<file path="config.mk">
export PLATFORM = sky130hd
export DESIGN_NAME = shift_add_multiplication_v1_0
export DESIGN_NICKNAME = d
export VERILOG_FILES = /design/src/rtl/shift_add_multiplication_v1_0.sv
export SDC_FILE = /design/constraint.sdc
export NUM_CORES = 1
export LEC_CHECK = 0
export CAP_MARGIN = 20
export CORE_MARGIN = 2
export CORE_UTILIZATION = 45
export CTS_CLUSTER_DIAMETER = 60
export DETAILED_ROUTE_END_ITERATION = 12
export GPL_ROUTABILITY_DRIVEN = 0
export PLACE_DENSITY_LB_ADDON = 0.15
export SYNTH_ARGS = -nofsm -noshare
export SYNTH_HDL_FRONTEND = slang
export SYNTH_SLANG_ARGS = --single-unit
</file>
<file path="constraint.sdc">
create_clock -name aclk -period 4.4 [get_ports aclk]
set_clock_uncertainty 0.15 [all_clocks]
set_input_delay 0.88 -clock aclk [delete_from_list [all_inputs] [get_ports aclk]]
set_output_delay 0.88 -clock aclk [all_outputs]
set_load 0.005 [all_outputs]
</file>
<file path="src/rtl/shift_add_multiplication_v1_0.sv">
// Sequential shift-add multiply-accumulate: product = multiplicand * multiplier + addend.
// Fixed latency of inout_width RUN cycles plus one DONE cycle. Operands are captured only
// when the block is idle.
module shift_add_multiplication_v1_0 #(
  parameter int unsigned inout_width = 12
) (
  input  logic                     aclk,
  input  logic                     reset,
  input  logic [inout_width-1:0]   multiplicand,
  input  logic [inout_width-1:0]   multiplier,
  input  logic [inout_width-1:0]   addend,
  input  logic                     i_data_valid,
  output logic [2*inout_width-1:0] product,
  output logic                     o_data_ready,
  output logic                     o_data_valid,
  output logic                     error_ovf
);

  localparam int unsigned ProdW = 2 * inout_width;
  localparam int unsigned CntW  = $clog2(inout_width + 1);

  typedef enum logic [1:0] {StIdle, StRun, StDone} state_e;

  state_e                 state_q, state_d;
  logic [ProdW-1:0]       a_q, a_d;
  logic [inout_width-1:0] b_q, b_d;
  logic [ProdW-1:0]       acc_q, acc_d;
  logic [CntW-1:0]        cnt_q, cnt_d;
  logic [ProdW-1:0]       product_d;
  logic                   error_ovf_d;
  logic                   o_data_valid_d;

  // Ready is purely a decode of the idle state.
  assign o_data_ready = (state_q == StIdle);

  // Next-state and datapath: accept in idle, one partial product per run cycle, publish in done.
  always_comb begin
    state_d        = state_q;
    a_d            = a_q;
    b_d            = b_q;
    acc_d          = acc_q;
    cnt_d          = cnt_q;
    product_d      = product;
    error_ovf_d    = error_ovf;
    o_data_valid_d = 1'b0;

    unique case (state_q)
      StIdle: begin
        if (i_data_valid) begin
          a_d     = ProdW'(multiplicand);
          b_d     = multiplier;
          acc_d   = ProdW'(addend);
          cnt_d   = '0;
          state_d = StRun;
        end
      end
      StRun: begin
        // Max result is 2^(2N) - 2^N, so this sum never wraps.
        if (b_q[0]) begin
          acc_d = acc_q + a_q;
        end
        a_d   = a_q << 1;
        b_d   = b_q >> 1;
        cnt_d = cnt_q + 1'b1;
        // Always run the full width: no early exit when b_q runs out of ones.
        if (cnt_q == CntW'(inout_width - 1)) begin
          state_d = StDone;
        end
      end
      StDone: begin
        product_d      = acc_q;
        error_ovf_d    = |acc_q[ProdW-1:inout_width];
        o_data_valid_d = 1'b1;
        state_d        = StIdle;
      end
      default: begin
        state_d = StIdle;
      end
    endcase
  end

  // State and datapath registers; reset discards any calculation in flight.
  always_ff @(posedge aclk or posedge reset) begin
    if (reset) begin
      state_q      <= StIdle;
      a_q          <= '0;
      b_q          <= '0;
      acc_q        <= '0;
      cnt_q        <= '0;
      product      <= '0;
      error_ovf    <= 1'b0;
      o_data_valid <= 1'b0;
    end else begin
      state_q      <= state_d;
      a_q          <= a_d;
      b_q          <= b_d;
      acc_q        <= acc_d;
      cnt_q        <= cnt_d;
      product      <= product_d;
      error_ovf    <= error_ovf_d;
      o_data_valid <= o_data_valid_d;
    end
  end

endmodule

</file>
==> results of run 1 <==
==> worst max-delay path: cells and delay by family, from the launching register on <==
kind | cells | cell delay [ps]
AND/OR/NAND/NOR | 1 | 230
AO/OA/AOI/OAI | 5 | 1170
buffers and inverters | 1 | 60
flip-flops | 1 | 380
XOR/XNOR | 1 | 130
adder cells (fa/ha/maj) | 2 | 550
==> synth_stat cells (2+ instances only) <==
library cell	number	area share, %
a211oi_1	3	0.45
a211oi_2	2	0.50
a21o_1	9	1.4
a21oi_1	29	2.9
a221o_1	2	0.40
a22o_1	2	0.35
a22oi_1	7	1.1
a311oi_1	2	0.35
a31oi_1	23	2.9
and2_1	4	0.50
and4_2	3	0.60
buf_1	2	0.15
buf_4	2	0.30
buf_6	2	0.45
clkbuf_1	22	1.7
dfrtp_1	92	46
ha_1	24	6.0
inv_1	11	0.83
mux2_2	23	5.2
mux2i_1	2	0.40
nand2_1	108	8.1
nand2b_1	4	0.50
nand3_1	13	1.3
nand4_1	2	0.25
nor2_1	41	3.1
nor2b_1	2	0.25
nor3_1	4	0.40
nor4_1	3	0.38
o2111ai_1	2	0.35
o211ai_1	3	0.45
o21ai_0	50	5.0
o21bai_1	2	0.30
or3_1	2	0.25
xnor2_1	12	2.1
xor2_1	9	1.6
==> layout by cell type (no fill, tap or decap), types with 3 or more instances in the layout <==
cell type,Yosys,routed
a31oi_1,23,23
nand3_1,13,13
clkbuf_8,0,11
nand2_1,108,108
and4_2,3,3
xnor2_1,12,12
a21o_1,9,9
o21ai_0,50,50
inv_1,11,10
nand2b_1,4,3
dfrtp_1,92,92
nor2_1,41,41
a211oi_1,3,3
mux2_2,23,23
a21oi_1,29,29
and2_1,4,4
clkdlybuf4s50_1,0,65
nor4_1,3,3
ha_1,24,24
clkinv_2,0,3
xor2_1,9,9
buf_4,2,7
o211ai_1,3,3
a22oi_1,7,7
nor3_1,4,4
==> layer usage <==
metal	track usage (%)	part of all wire (%)	routed length [um]	up-vias
li1	-	-	-	2003
met1	30.9	47	5640	1977
met2	33.7	45	5400	138
met3	4.62	5.8	687	15
met4	6.15	1.3	156	0
met5	0	0	0	-
==> power breakdown <==
group | total [mW] | switching [mW] | internal [mW]
clock | 0.596 | 0.304 | 0.292
sequential | 1.54 | 0.304 | 1.23
combinational | 2.67 | 1.50 | 1.17
total | 4.81 | 2.11 | 2.69
==> per-stage QoR <==
| stage | area, sq um | power [mW] | hold WS [ps] |
|---|---|---|---|
| floorplan | 4990 | 3.44 | 317 |
| global placement | 5740 | 4.11 | 310 |
| detailed placement | 5740 | 4.17 | 320 |
| CTS | 5950 | 4.80 | 341 |
| global route | 5970 | 5.26 | 368 |
| finish | 5970 | 4.81 | 333 |
==> worst paths after layout <==
path | start | endpoint | slack, ps | cells after the start
setup / recovery | acc_q[0] | acc_q[18] | 1620 | 10
hold / removal | error_ovf | error_ovf | 330 | 1
setup reg to reg | acc_q[0] | acc_q[18] | 1620 | 10
max in group asynchronous | reset | acc_q[22] | 2590 | 3
hold reg to reg | error_ovf | error_ovf | 330 | 1
min in group asynchronous | reset | o_data_valid | 700 | 2
==> final cells by class <==
cell class                      instances  area share (%)
Tap cell                              140            2.93
Timing Repair Buffer                   73            12.2
Clock buffer                           12            2.60
Inverter                               11           0.712
Multi-Input combinational cell        407            42.2
Clock inverter                          4           0.796
Sequential cell                        92            38.5
==> registers in the layout (all words and copies together), names as in the netlist <==
signal	flops
a_q	24
acc_q	24
b_q	12
cnt_q	4
error_ovf	1
o_data_valid	1
product	24
state_q	2
==> cell families (layout without fill, tap and decap cells) <==
kind of cell    after synthesis  in the layout  share of synthesized area, %
compound gates              144            144                          18.2
buf+inv                      40            100                          3.48
mux                          25             25                          5.59
xor+xnor                     21             21                          3.68
fa+ha+maj                    25             25                          6.41
simple gates                192            192                          16.6
flops                        92             92                          46.1
==> results.md, run 1 <==
- Endpoint class of the critical path: register
- Antenna violations before repair: 0
- CTS tree: done
- Fill cell instance count of the final layout: around 1000
- Combined flip-flop and latch cell area: about 2300 sq um
- Arr. time, crit path: between 2000 and 3000 ps
- H-tree level count: 3
- Fraction of final layout cells with drive strength greater than 1: 9.52%
- Pre-CTS setup slack: 1580 ps
- Run status: finished clean
- Worst-path maximum fanout: 3
- Final core utilization: 55.1%
- Post-synthesis to final-layout area growth: 19.6%
- DRC errors left: 0
- Vias in the first global route: 4084
- Required time of the critical path: around 4500 ps
- Sink count of the clock tree: between 90 and 100
- Reg clk slew, reported paths: ~90 ps
- Cts-stage hold buffer count: 0
- Slowest cell delay on critical path: ~380 ps
- Finish-stage setup viols: 0
- Gate count of the mapped netlist: 539
- Post-CTS setup buffer count: 0
- Total area of multi-input combinational cells: 2520 sq um
- Maximum resistive drop on vdd: 327 uV
- Worst-margin pin slew: approximately 730 ps
- Max Cap Violations: 0
- Setup WS post-layout: around 1600 ps
- Type of the most critical hold path: register to register
- Die outline area: 12000 sq um
- Mean routed wirelength per cell: about 16 um
- Kind of start point of the critical path: register
- CP Class: register to register
- Global-route wire length before repair: roughly 20 mm
- Global-route usage over all layers: between 20% and 30%
- Achievable frequency: 0.360 GHz
- ANT nets after route: 0
- Leakage power: 2.59 nW
- Pre-Repair DR Iteration Count: 5
- Post-synth cell types: 51
- Share of the clock period used by the worst path after layout: between 60% and 70%
- Routed vias: 4133
- Number of nets in the final layout: 658
- Final count of hold timing violations: 0
- Clock buffers created by TritonCTS: 9
- Number of flops mapped to enable cells by yosys: 0
- Count of inserted antenna diode cells: 0
- Dominant cell type by count on the critical path: o21ai_0
- Final Max Tran Viols: 0
- Register area share after synthesis: 46.1%
- Total power per unit cell area: 804 nW/um^2
- Number of buffers on the longest clock path: 2
- Via count normalized by instance count: 5.59
- Remaining global-route overflow: 0
- Initial DRC Count: 201
- Row cnt: 38
- Setup repair after global routing missed its margin: no
- Floorplan die width: 109 um
- Largest net degree at the start of global routing: 44
- Avg Synthesized Cell Area: about 9.3 sq um
- HPWL Detailed: 8.29 mm
- Detailed-route wire length: 11.9 mm
- Clock period minus final worst setup slack: 2780 ps
- Number of register bits inferred by synthesis: 92
- Max-Slew Margin vs Limit: 51.1%
- Clock latency of the later-clocked register in the worst-skew pair: 360 ps
- Master cell of the clock root buffer: clkbuf_8
- YS warnings: 0
- Post-Synthesis Net Count: 603
- Cell Count, Final, Fillers Out: 739
- Port Buffers: 65
- Boundary pin count: 66
- Most used flip-flop cell after synthesis: dfrtp_1
- Critical-path top delay cell: dfrtp_1
- Initial cell density of the core: 46.1%
- Die Span Y: approximately 110 um
- Placeable core region: 10800 sq um
- Netlist area before placement: 4990 sq um
- Total instance count after detailed placement: between 700 and 800
- Worst path cell trace: ha_1 -> inv_1 -> fa_1 -> and2b_1 -> o2111ai_1 -> a21oi_1 -> o21ai_0 -> o21ai_0 -> xor2_1 -> a22o_1
- Post-CTS sizing: 0
- Proportion of register bits with asynchronous set or reset after synthesis: 100%
- TNS Setup: 0 ps
Note: power is estimated with default switching activity, not from simulation.
==> run 2, diff against run 1 <==
clock period = 2.86 ns   (was 4.4 ns; I/O delays follow)
==> run 2 against run 1 <==
Register-to-register slack got worse by 1400 ps. Largest cell class unchanged. Power grew 50%. Count of clock-buffer cells in the layout is 2 lower. Fmax increased by 6.2%. Hold slack better by 9.8 ps. First-iteration DRC count is 2.5% higher. Critical endpoint unchanged. Critical path type unchanged. Combinational power up 53%. Die area did not move.
==> results.md, run 2 (synthesized netlist as in run 1, its figures left out) <==
- Run status: finished clean (unchanged)
- Antenna violations before repair: 0 (unchanged)
- H-tree level count: 3 (unchanged)
- Routed vias: 4065 (was 4133)
- ANT nets after route: 0 (unchanged)
- Remaining global-route overflow: 0 (unchanged)
- Setup WS post-layout: 245 ps (was 1620 ps)
- Worst-path maximum fanout: 3 (unchanged)
- Clock latency of the later-clocked register in the worst-skew pair: 360 ps (about the same)
- Setup repair after global routing missed its margin: no (unchanged)
- Detailed-route wire length: 11.5 mm (was 11.9 mm)
- Initial cell density of the core: 46.1% (unchanged)
- Final Max Tran Viols: 0 (unchanged)
- Post-synthesis to final-layout area growth: 19.1% (was 19.6%)
- TNS Setup: 0 ps (unchanged)
- Maximum resistive drop on vdd: 473 uV (was 327 uV)
- Achievable frequency: 0.382 GHz (was 0.360 GHz)
- Post-CTS setup buffer count: 0 (unchanged)
- Number of nets in the final layout: 660 (was 658)
- Clock period minus final worst setup slack: 2610 ps (was 2780 ps)
- Total power per unit cell area: 1220 nW/um^2 (was 804 nW/um^2)
- Die Span Y: 109 um (unchanged)
- DRC errors left: 0 (unchanged)
- Largest registers in the final layout: a_q: 24 flops, acc_q: 24 flops, product: 24 flops (unchanged)
- Boundary pin count: 66 (unchanged)
- Most used cells in the layout excluding fill and tap cells: 108 x nand2_1, 92 x dfrtp_1, 65 x clkdlybuf4s50_1, 50 x o21ai_0, 41 x nor2_1 (unchanged)
- Die outline area: 12000 sq um (unchanged)
- Clock buffers created by TritonCTS: 9 (unchanged)
- Largest net degree at the start of global routing: 93 (was 44)
- Row cnt: 38 (unchanged)
- Global-route usage over all layers: 20.9% (was 21.8%)
- Post-CTS sizing: 0 (unchanged)
- Port Buffers: 65 (unchanged)
- Max-Slew Margin vs Limit: 53.5% (was 51.1%)
- Mean routed wirelength per cell: 15.5 um (was 16.1 um)
- Leakage power: 2.57 nW (was 2.59 nW)
- Floorplan die width: 109 um (unchanged)
- Final count of hold timing violations: 0 (unchanged)
- Kind of start point of the critical path: register (unchanged)
- Master cell of the clock root buffer: clkbuf_8 (unchanged)
- Worst-margin pin slew: 697 ps (was 732 ps)
- Via count normalized by instance count: 5.49 (was 5.59)
- Initial DRC Count: 206 (was 201)
- Number of buffers on the longest clock path: 2 (unchanged)
- Pre-Repair DR Iteration Count: 5 (unchanged)
- Fraction of final layout cells with drive strength greater than 1: 9.82% (was 9.52%)
- Max Cap Violations: 0 (unchanged)
- Vias in the first global route: 4031 (was 4084)
- Placeable core region: 10800 sq um (unchanged)
- Total power consumption of the routed design: 7.23 mW (was 4.81 mW)
- Sink count of the clock tree: 92 (unchanged)
- Required time of the critical path: 2960 ps (was 4510 ps)
- Most frequent standard cell in the layout excluding fill and tap cells: nand2_1 (unchanged)
- CP Class: register to register (unchanged)
- HPWL Detailed: 8.19 mm (was 8.29 mm)
- Count of inserted antenna diode cells: 0 (unchanged)
- Reg clk slew, reported paths: 90 ps (about the same)
- Arr. time, crit path: 2710 ps (was 2890 ps)
- Cts-stage hold buffer count: 0 (unchanged)
- Endpoint class of the critical path: register (unchanged)
- CTS tree: done (unchanged)
- Type of the most critical hold path: register to register (unchanged)
- Share of the clock period used by the worst path after layout: 91.4% (was 63.1%)
- Finish-stage setup viols: 0 (unchanged)
- Global-route wire length before repair: 19.6 mm (was 20.2 mm)
- Pre-CTS setup slack: 290 ps (was 1580 ps)
run 2: cell types whose count changed in the layout (fill, tap and decap cells not counted), sizes merged:
| cell | change |
|---|---|
| buf | +2 |
| bufinv | -1 |
| inv | +1 |
| clkbuf | -2 |
| clkinvlp | +2 |
run 2: worst max-delay path: stages (launching register included):
cell and delay [ps]:
dfrtp_1 380, ha_1 170, inv_1 50, fa_1 360, and2b_1 250, o2111ai_1 180
a21oi_1 270, o21ai_0 160, o21ai_0 250, xor2_1 90, a22o_1 180
run 2: layer usage:
layer  routed length (um)  track usage (%)  vias to the layer above
met5                    0                0                        -
met4                  238             7.05                        0
met3                  522             2.96                       23
met2                 5330             34.1                      103
met1                 5390             28.8                     1929
li1                     -                -                     2010
run 2: final timing paths:
kind	start	endpoint	slack (ps)	depth (start not counted)
worst max-delay path	a_q[0]	acc_q[18]	250	10
min in group asynchronous	reset	b_q[11]	550	3
worst min register to register	product[1]	product[1]	340	2
max in group asynchronous	reset	acc_q[15]	1640	3
worst max register to register	a_q[0]	acc_q[18]	250	10
worst min-delay path	product[1]	product[1]	340	2
run 2: report_power, final:
group,switching (mW),internal [mW]
clock network,0.481,0.315
logic,2.28,1.81
registers,0.450,1.90
total,3.21,4.02
run 2: area by class of cell:
| cell class | instances | area, sq um |
|---|---|---|
| multi-input combinational | 407 | 2520 |
| inverter | 11 | 45.0 |
| fill | 1043 | 4890 |
| clock buffer | 10 | 128 |
| sequential | 92 | 2300 |
| clock inverter | 6 | 38.8 |
| timing repair buffer | 75 | 738 |
| tap | 140 | 175 |
run 2: metrics by stage:
step	std cells	instance area (sq um)	utilization, %	hold slack (ps)
2_1_floorplan	539	5000	-	317
3_3_place_gp	725	5780	53.3	309
3_5_place_dp	725	5780	53.3	328
4_1_cts	741	5950	54.9	348
5_1_grt	741	5950	54.9	372
6_report	741	5950	54.9	343
